File: config.mk
export PLATFORM = sky130hd
export DESIGN_NAME = gpio_bank_ctrl
export DESIGN_NICKNAME = d
export VERILOG_FILES = /design/src/rtl/gpio_bank_ctrl.sv
export SDC_FILE = /design/constraint.sdc
export NUM_CORES = 1
export LEC_CHECK = 0
export ABC_AREA = 0
export CORE_AREA = 5 5 163 165
export CTS_BUF_LIST = sky130_fd_sc_hd__clkbuf_16
export DETAILED_ROUTE_END_ITERATION = 6
export DIE_AREA = 0 0 168 170
export PLACE_DENSITY = 0.52
export RECOVER_POWER = 100
export SYNTH_ARGS = -nofsm -noshare
export SYNTH_HDL_FRONTEND = slang
export SYNTH_SLANG_ARGS = --single-unit
File: constraint.sdc
create_clock -name clk -period 2.9 [get_ports clk]
set_input_delay 0.29 -clock clk [delete_from_list [all_inputs] [get_ports clk]]
set_output_delay 0.29 -clock clk [all_outputs]
set_load 0.1 [all_outputs]
File: src/rtl/gpio_bank_ctrl.sv
// Register-mapped GPIO bank: synchronised and debounced inputs, atomic output
// set/clear, and per-pin rise/fall interrupts with write-1-to-clear pending bits.
module gpio_bank_ctrl #(
    parameter int unsigned WIDTH           = 14,
    parameter int unsigned SYNC_STAGES     = 2,
    parameter int unsigned DEBOUNCE_CYCLES = 1
) (
    input  logic             clk,
    input  logic             reset,
    input  logic             bus_valid,
    input  logic             bus_write,
    input  logic [2:0]       bus_addr,
    input  logic [WIDTH-1:0] bus_wdata,
    output logic             bus_rsp_valid,
    output logic [WIDTH-1:0] bus_rdata,
    input  logic [WIDTH-1:0] gpio_read,
    output logic [WIDTH-1:0] gpio_write,
    output logic [WIDTH-1:0] gpio_writeEnable,
    output logic             interrupt
);

    localparam int unsigned    CNT_W    = $clog2(DEBOUNCE_CYCLES) + 1;
    localparam logic [CNT_W-1:0] CNT_LAST = CNT_W'(DEBOUNCE_CYCLES - 1);

    typedef enum logic [2:0] {
        REG_INPUT   = 3'd0,
        REG_OUTPUT  = 3'd1,
        REG_OE      = 3'd2,
        REG_RISE_IE = 3'd3,
        REG_FALL_IE = 3'd4,
        REG_PENDING = 3'd5,
        REG_OUT_SET = 3'd6,
        REG_OUT_CLR = 3'd7
    } reg_addr_e;

    reg_addr_e        addr;
    logic             write_en;
    logic             read_en;
    logic [WIDTH-1:0] sync_q [SYNC_STAGES];
    logic [WIDTH-1:0] sync_out;
    logic [CNT_W-1:0] cnt_q [WIDTH];
    logic [WIDTH-1:0] stable_q;
    logic [WIDTH-1:0] stable_d_q;
    logic [WIDTH-1:0] rise;
    logic [WIDTH-1:0] fall;
    logic [WIDTH-1:0] clr;
    logic [WIDTH-1:0] out_q;
    logic [WIDTH-1:0] oe_q;
    logic [WIDTH-1:0] rise_ie_q;
    logic [WIDTH-1:0] fall_ie_q;
    logic [WIDTH-1:0] pending_q;
    logic [WIDTH-1:0] read_mux;

    assign addr     = reg_addr_e'(bus_addr);
    assign write_en = bus_valid & bus_write;
    assign read_en  = bus_valid & ~bus_write;
    assign sync_out = sync_q[SYNC_STAGES-1];

    always_ff @(posedge clk) begin
        if (reset) begin
            for (int unsigned i = 0; i < SYNC_STAGES; i++) sync_q[i] <= '0;
        end else begin
            sync_q[0] <= gpio_read;
            for (int unsigned i = 1; i < SYNC_STAGES; i++) sync_q[i] <= sync_q[i-1];
        end
    end

    // A pin's counter only runs while its synchronised value disagrees with stable,
    // so any return to the stable level restarts the qualification window.
    always_ff @(posedge clk) begin
        if (reset) begin
            stable_q <= '0;
            for (int unsigned p = 0; p < WIDTH; p++) cnt_q[p] <= '0;
        end else begin
            for (int unsigned p = 0; p < WIDTH; p++) begin
                if (sync_out[p] == stable_q[p]) begin
                    cnt_q[p] <= '0;
                end else if (cnt_q[p] == CNT_LAST) begin
                    stable_q[p] <= sync_out[p];
                    cnt_q[p]    <= '0;
                end else begin
                    cnt_q[p] <= cnt_q[p] + CNT_W'(1);
                end
            end
        end
    end

    assign rise = stable_q & ~stable_d_q;
    assign fall = ~stable_q & stable_d_q;
    assign clr  = (write_en && addr == REG_PENDING) ? bus_wdata : '0;

    always_comb begin
        read_mux = '0;
        case (addr)
            REG_INPUT:   read_mux = stable_q;
            REG_OUTPUT:  read_mux = out_q;
            REG_OE:      read_mux = oe_q;
            REG_RISE_IE: read_mux = rise_ie_q;
            REG_FALL_IE: read_mux = fall_ie_q;
            REG_PENDING: read_mux = pending_q;
            default:     read_mux = '0;
        endcase
    end

    always_ff @(posedge clk) begin
        if (reset) begin
            stable_d_q    <= '0;
            pending_q     <= '0;
            out_q         <= '0;
            oe_q          <= '0;
            rise_ie_q     <= '0;
            fall_ie_q     <= '0;
            bus_rsp_valid <= 1'b0;
            bus_rdata     <= '0;
        end else begin
            stable_d_q    <= stable_q;
            // New events are ORed in after the clear so a same-edge set survives.
            pending_q     <= (pending_q & ~clr) | (rise & rise_ie_q) | (fall & fall_ie_q);
            bus_rsp_valid <= read_en;
            if (read_en) bus_rdata <= read_mux;
            if (write_en) begin
                case (addr)
                    REG_OUTPUT:  out_q     <= bus_wdata;
                    REG_OE:      oe_q      <= bus_wdata;
                    REG_RISE_IE: rise_ie_q <= bus_wdata;
                    REG_FALL_IE: fall_ie_q <= bus_wdata;
                    REG_OUT_SET: out_q     <= out_q | bus_wdata;
                    REG_OUT_CLR: out_q     <= out_q & ~bus_wdata;
                    default: ;
                endcase
            end
        end
    end

    assign gpio_write       = out_q;
    assign gpio_writeEnable = oe_q;
    assign interrupt        = |pending_q;

endmodule

# Word level (Yosys, flattened, before mapping)
# Memory sizes are Yosys's and may differ from the RTL's.
# Index checks and enable logic that the tools add are counted.
dict set report word_totals {
  word_cells 373
  memories 2
  regBits 113
  output_inout_bits 44
  ramBits 42
  inputBits 35
}
dict set report op_classes {
  reduce_logical 22
  bitwise_logic 88
  mux 204
  add_sub_neg 14
  eq_ne 21
}
# memory depth width rd rd_clocked_by_memory_dff wr line
set mem_list {}
lappend mem_list {sync_q 2 14 2 0 2 39} ;# logic [WIDTH-1:0] sync_q [SYNC_STAGES];
lappend mem_list {cnt_q 14 1 14 0 14 41} ;# logic [CNT_W-1:0] cnt_q [WIDTH];
# op count
set op_table {}
lappend op_table {{1-bit 2-to-1 mux} 199}
lappend op_table {{14-bit bitwise AND} 6}
lappend op_table {{14-bit case mux with 6 select lines} 1}
lappend op_table {{14-bit NOT} 4}
lappend op_table {{1-bit bitwise OR} 44}
lappend op_table {{14-bit 2-to-1 mux} 3}
lappend op_table {{14-bit bitwise OR} 3}
lappend op_table {{14-bit case mux with 3 select lines} 1}
lappend op_table {{2-bit AND reduction} 18}
lappend op_table {{1-bit NOT} 29}
lappend op_table {{1-bit adder (second input constant)} 14}
lappend op_table {{1-bit == test} 14}
lappend op_table {{14-bit OR reduction} 1}
lappend op_table {{3-bit == test (second input constant)} 4}
lappend op_table {{3-bit by 2-bit == test with 1-bit output (second input constant)} 2}
lappend op_table {{3-bit by 1-bit == test with 1-bit output (second input constant)} 1}
lappend op_table {{3-bit zero test} 1}
lappend op_table {{3-bit nonzero test} 1}
lappend op_table {{1-bit bitwise AND} 2}
lappend op_table {{1-bit logical AND} 1}

# Depth between registers and ports, before layout
dict set report logic_depth {
  ltp_word 7
  mapped_depth 7
}

# Least setup slack after synthesis
# No wires, ideal clock.
dict set report synth_timing {
  path_kind {reg2out}
  start {reg pending_q[13]}
  end {out interrupt}
  setup_slack_ps 1120
  required_ps 2610
  path_stages_with_launch 3
  t_arrival_ps 1490
  path_cell_list {dfxtp_1 > nor4_1 > nand4_1}
}
dict set report synth_between {
  elab_chain_cells 1
}
# element line
set synth_lines {}
lappend synth_lines {{start, declared} 51} ;# logic [WIDTH-1:0] pending_q;
lappend synth_lines {{start signal, assigned} 118} ;# pending_q <= (pending_q & ~clr) | (rise & rise_ie_q) | (fall & fall_ie_q);
lappend synth_lines {{14-bit OR reduction} 137} ;# assign interrupt = |pending_q;
lappend synth_lines {{end, declared} 19} ;# output logic interrupt
# No other way between the ends.

# Worst setup path after layout
dict set report layout_timing {
  start {in bus_addr[2]}
  end {reg bus_rdata[4]}
}
dict set report layout_between {
  elab_chain_cells 2
  elab_cells_between_ends 7
  cone_classes {eq/ne: 5; mux: 1; reduce/logical: 1}
}
# element line
set layout_lines {}
lappend layout_lines {{start, declared} 12} ;# input logic [2:0] bus_addr,
lappend layout_lines {{3-bit == test (tied with other cells)} 94} ;# case (addr)
lappend layout_lines {{14-bit case mux with 6 select lines (*)} 94}
lappend layout_lines {{end signal, assigned} 120} ;# if (read_en) bus_rdata <= read_mux;
lappend layout_lines {{end, declared} 15} ;# output logic [WIDTH-1:0] bus_rdata,
# Every way passes the cells marked *; elsewhere a longest branch is shown, timed or not.
# A chain may end at the register's enable or synchronous reset.

==> results.yml <==
layout:
  nets: 757
  n_antenna_cell: 0
  drive_gt1_share_pct: 7.21
  seqCellArea_um2: 3240
  stdcell_area_um2: 7660
  final_util_pct: 30.8
  area_growth_pct: 25.3
  fillers: 2608
  multi_input_area_um2: 2720
  final-instance-count-excl-fill: 1065
grt:
  grt_pass1_vias: 4593
  track_usage_pct: 12.3
  met2_usage_pct: 18.5
  antenna_found_initial: 1
  grtUsageMet1_pct: 17.0
  gr-max-usage-layer: "met2"
  grt_max_degree: 65
  grt_pass1_wl_um: 27100
  grt_overflow: 0
  use_met3_pct: 3.09
placed_design:
  preCtsSetupSlack_ns: 0.513
  placed_cell_area_um2: 7310
  placed_cells_incl_taps: 1033
  hpwl_um: 12400
  place_congestion: 0.816
  io_buffers: 78
floorplanning:
  dieWidth_um: 168
  fp.dieH_um: 170
  dieArea_um2: 28600
  initial_core_util_pct: 24.6
  pin_count: 79
  fp-row-count: 58
  core-area_um2: 24900
synth:
  yosysUniqueCellTypes: 44
  synth-seq-cells: 155
  synth_area_leaders: "dfxtp_1 46%, mux2i_1 11%, edfxtp_1 6.9%"
  syn_area_um2: 6110
  ys_async_sr_fraction_pct: 0
  synth_top_area_share_pct: 46.2
  synth_area_per_cell_um2: 10.0
  synth_cells: 611
  yosys.area.top_type: "dfxtp_1"
  ys_seq_area_share_pct: 53.1
  yosys_warnings: 0
  synth_edf_count: 14
  synth-main-ff-cell: "dfxtp_1"
hold_path:
  hold_path.class: "input port to register"
  holdPathStages: 2
  min_to: "sync_q[0][0]"
  holdCritStartpoint: "gpio_read[0]"
route:
  drt_wl_total_um: 17300
  drtIter0Drc: 320
  route.detailed.drc: 0
  wl_per_cell_um: 16.3
  vias_per_cell: 4.38
  vias: 4662
  dr.pass1.iters: 4
  drtAntennaViolNets: 0
critical_path:
  timing.rr.start: "stable_q[7]"
  reg2reg_slack_ns: 1.54
  reg2reg_depth: 4
  r2r-end: "bus_rdata[7]"
  path_max_fanout: 14
  worstSetupPathType: "input port to register"
  cp-end-kind: "register"
  cp.required_ns: 3.26
  crit_arrival_ns: 2.64
  crit_path_start_kind: "input port"
clock_network:
  tritoncts: "done"
  cts_sinks: 155
  post_cts_buffers: 0
  clk_pin_slew_worst_paths_ns: 0.06
  clockBufferDepth: 2
  root_buffer: "clkbuf_16"
  cts_resized: 0
  numCtsBuffers: 17
  h-tree-depth: 4
  clock_latency_ns: 0.43
  holdBufCountCts: 0
sta:
  maxSlewViolCount: 0
  hold_viol: 0
  holdWs_ns: 0.414
  fmax_mhz: 438
  setup_viol: 0
  relSlewSlack_pct: 11.6
  grt_setup_unrepaired: "false"
  min_period_over_period_pct: 78.7
  tightest_slew_ns: 1.33
  worst_slack_ns: 0.616
  fin_crit_ns: 2.28
  fin_tns_setup_ns: 0
  worst_clock_skew_ns: 0.00608
power_and_ir_drop:
  power.total_mw: 4.81
  pwr_density_cell_nw_per_um2: 628
  p_leak_nw: 2.83
  irDropWorstVdd_mv: 0.366
flow_run:
  cap_viol_max_count: 0
run_status:
  status: "complete, no violations"
==> layout make-up <==
class / instances / share of cell area (%)
clock buffer: 20 / 6.53
multi-input combinational: 429 / 35.5
clock inverter: 12 / 1.21
timing repair buffer: 102 / 8.22
tap: 330 / 5.39
inverter: 17 / 0.833
sequential: 155 / 42.3
==> cell usage in the layout (no fill, tap or decap), types with 11 or more instances in the layout <==
| cell type | n |
|---|---|
| buf_4 | 11 |
| nand3b_1 | 31 |
| edfxtp_1 | 14 |
| nand2_1 | 24 |
| o21ai_0 | 40 |
| inv_1 | 18 |
| clkbuf_1 | 55 |
| nor2b_1 | 48 |
| dfxtp_1 | 141 |
| a21oi_1 | 22 |
| conb_1 | 28 |
| clkbuf_16 | 20 |
| a31oi_1 | 16 |
| nor2_1 | 83 |
| clkdlybuf4s50_1 | 30 |
| mux2i_1 | 69 |
==> sequential cells by signal, summed over array words and instances, names as in the netlist <==
register          count
gpio_writeEnable     14
stable_q             14
pending_q            14
cnt_q                14
gpio_write           14
rise_ie_q            14
bus_rdata            14
bus_rsp_valid         1
stable_d_q           14
fall_ie_q            14
sync_q               28
==> report_power, final <==
part / leakage (nW) / internal, mW / switching (mW)
clock network: 0.281 / 1.32 / 0.884
registers: 1.28 / 2.22 / 0.0320
logic: 1.26 / 0.119 / 0.237
==> synthesized netlist by cell type (all sizes together) (2+ instances only) <==
cell,instances
a211oi,2
a21oi,22
a221oi,3
a222oi,2
a22o,2
a22oi,7
a31oi,16
a32o,2
and3,3
buf,17
clkbuf,19
conb,2
dfxtp,141
edfxtp,14
inv,17
mux2,6
mux2i,69
mux4,3
nand2,24
nand2b,6
nand3,3
nand3b,31
nand4,3
nor2,83
nor2b,48
nor3,3
nor4,7
o211ai,2
o21ai,40
o22a,2
o2bb2ai,2
o32ai,4
==> worst max-delay path, cell delays in order <==
cell and delay [ns]:
dlygate4sd3_1 0.86, clkbuf_1 0.59, nor2b_1 0.32, a22oi_1 0.14
o22a_1 0.26, a31oi_1 0.18
==> worst max path at each step <==
stage | from | endpoint | slack [ns] | cells after the start
finish | bus_addr[2] | bus_rdata[4] | 0.62 | 6
global route | bus_addr[1] | rise_ie_q[6] | 0.44 | 6
CTS | pending_q[12] | interrupt | 0.96 | 3
detailed placement | bus_addr[2] | gpio_write[8] | 0.51 | 5
global placement | bus_addr[2] | gpio_write[12] | 0.54 | 5
floorplan | pending_q[13] | interrupt | 1.12 | 2
==> metal layers <==
layer / routed length (um) / vias up
met2: 7600 / 117
met4: 314 / 2
met3: 1070 / 26
met1: 8350 / 2183
li1: - / 2334
met5: 7 / -
==> logic make-up after synthesis <==
group | synth area share (%)
simple gates | 18.5
flops | 53.1
compound gates | 11.0
mux | 13.5
buf+inv | 3.77
other cells | 0.123
No activity file was read; power rests on OpenSTA's default activity.
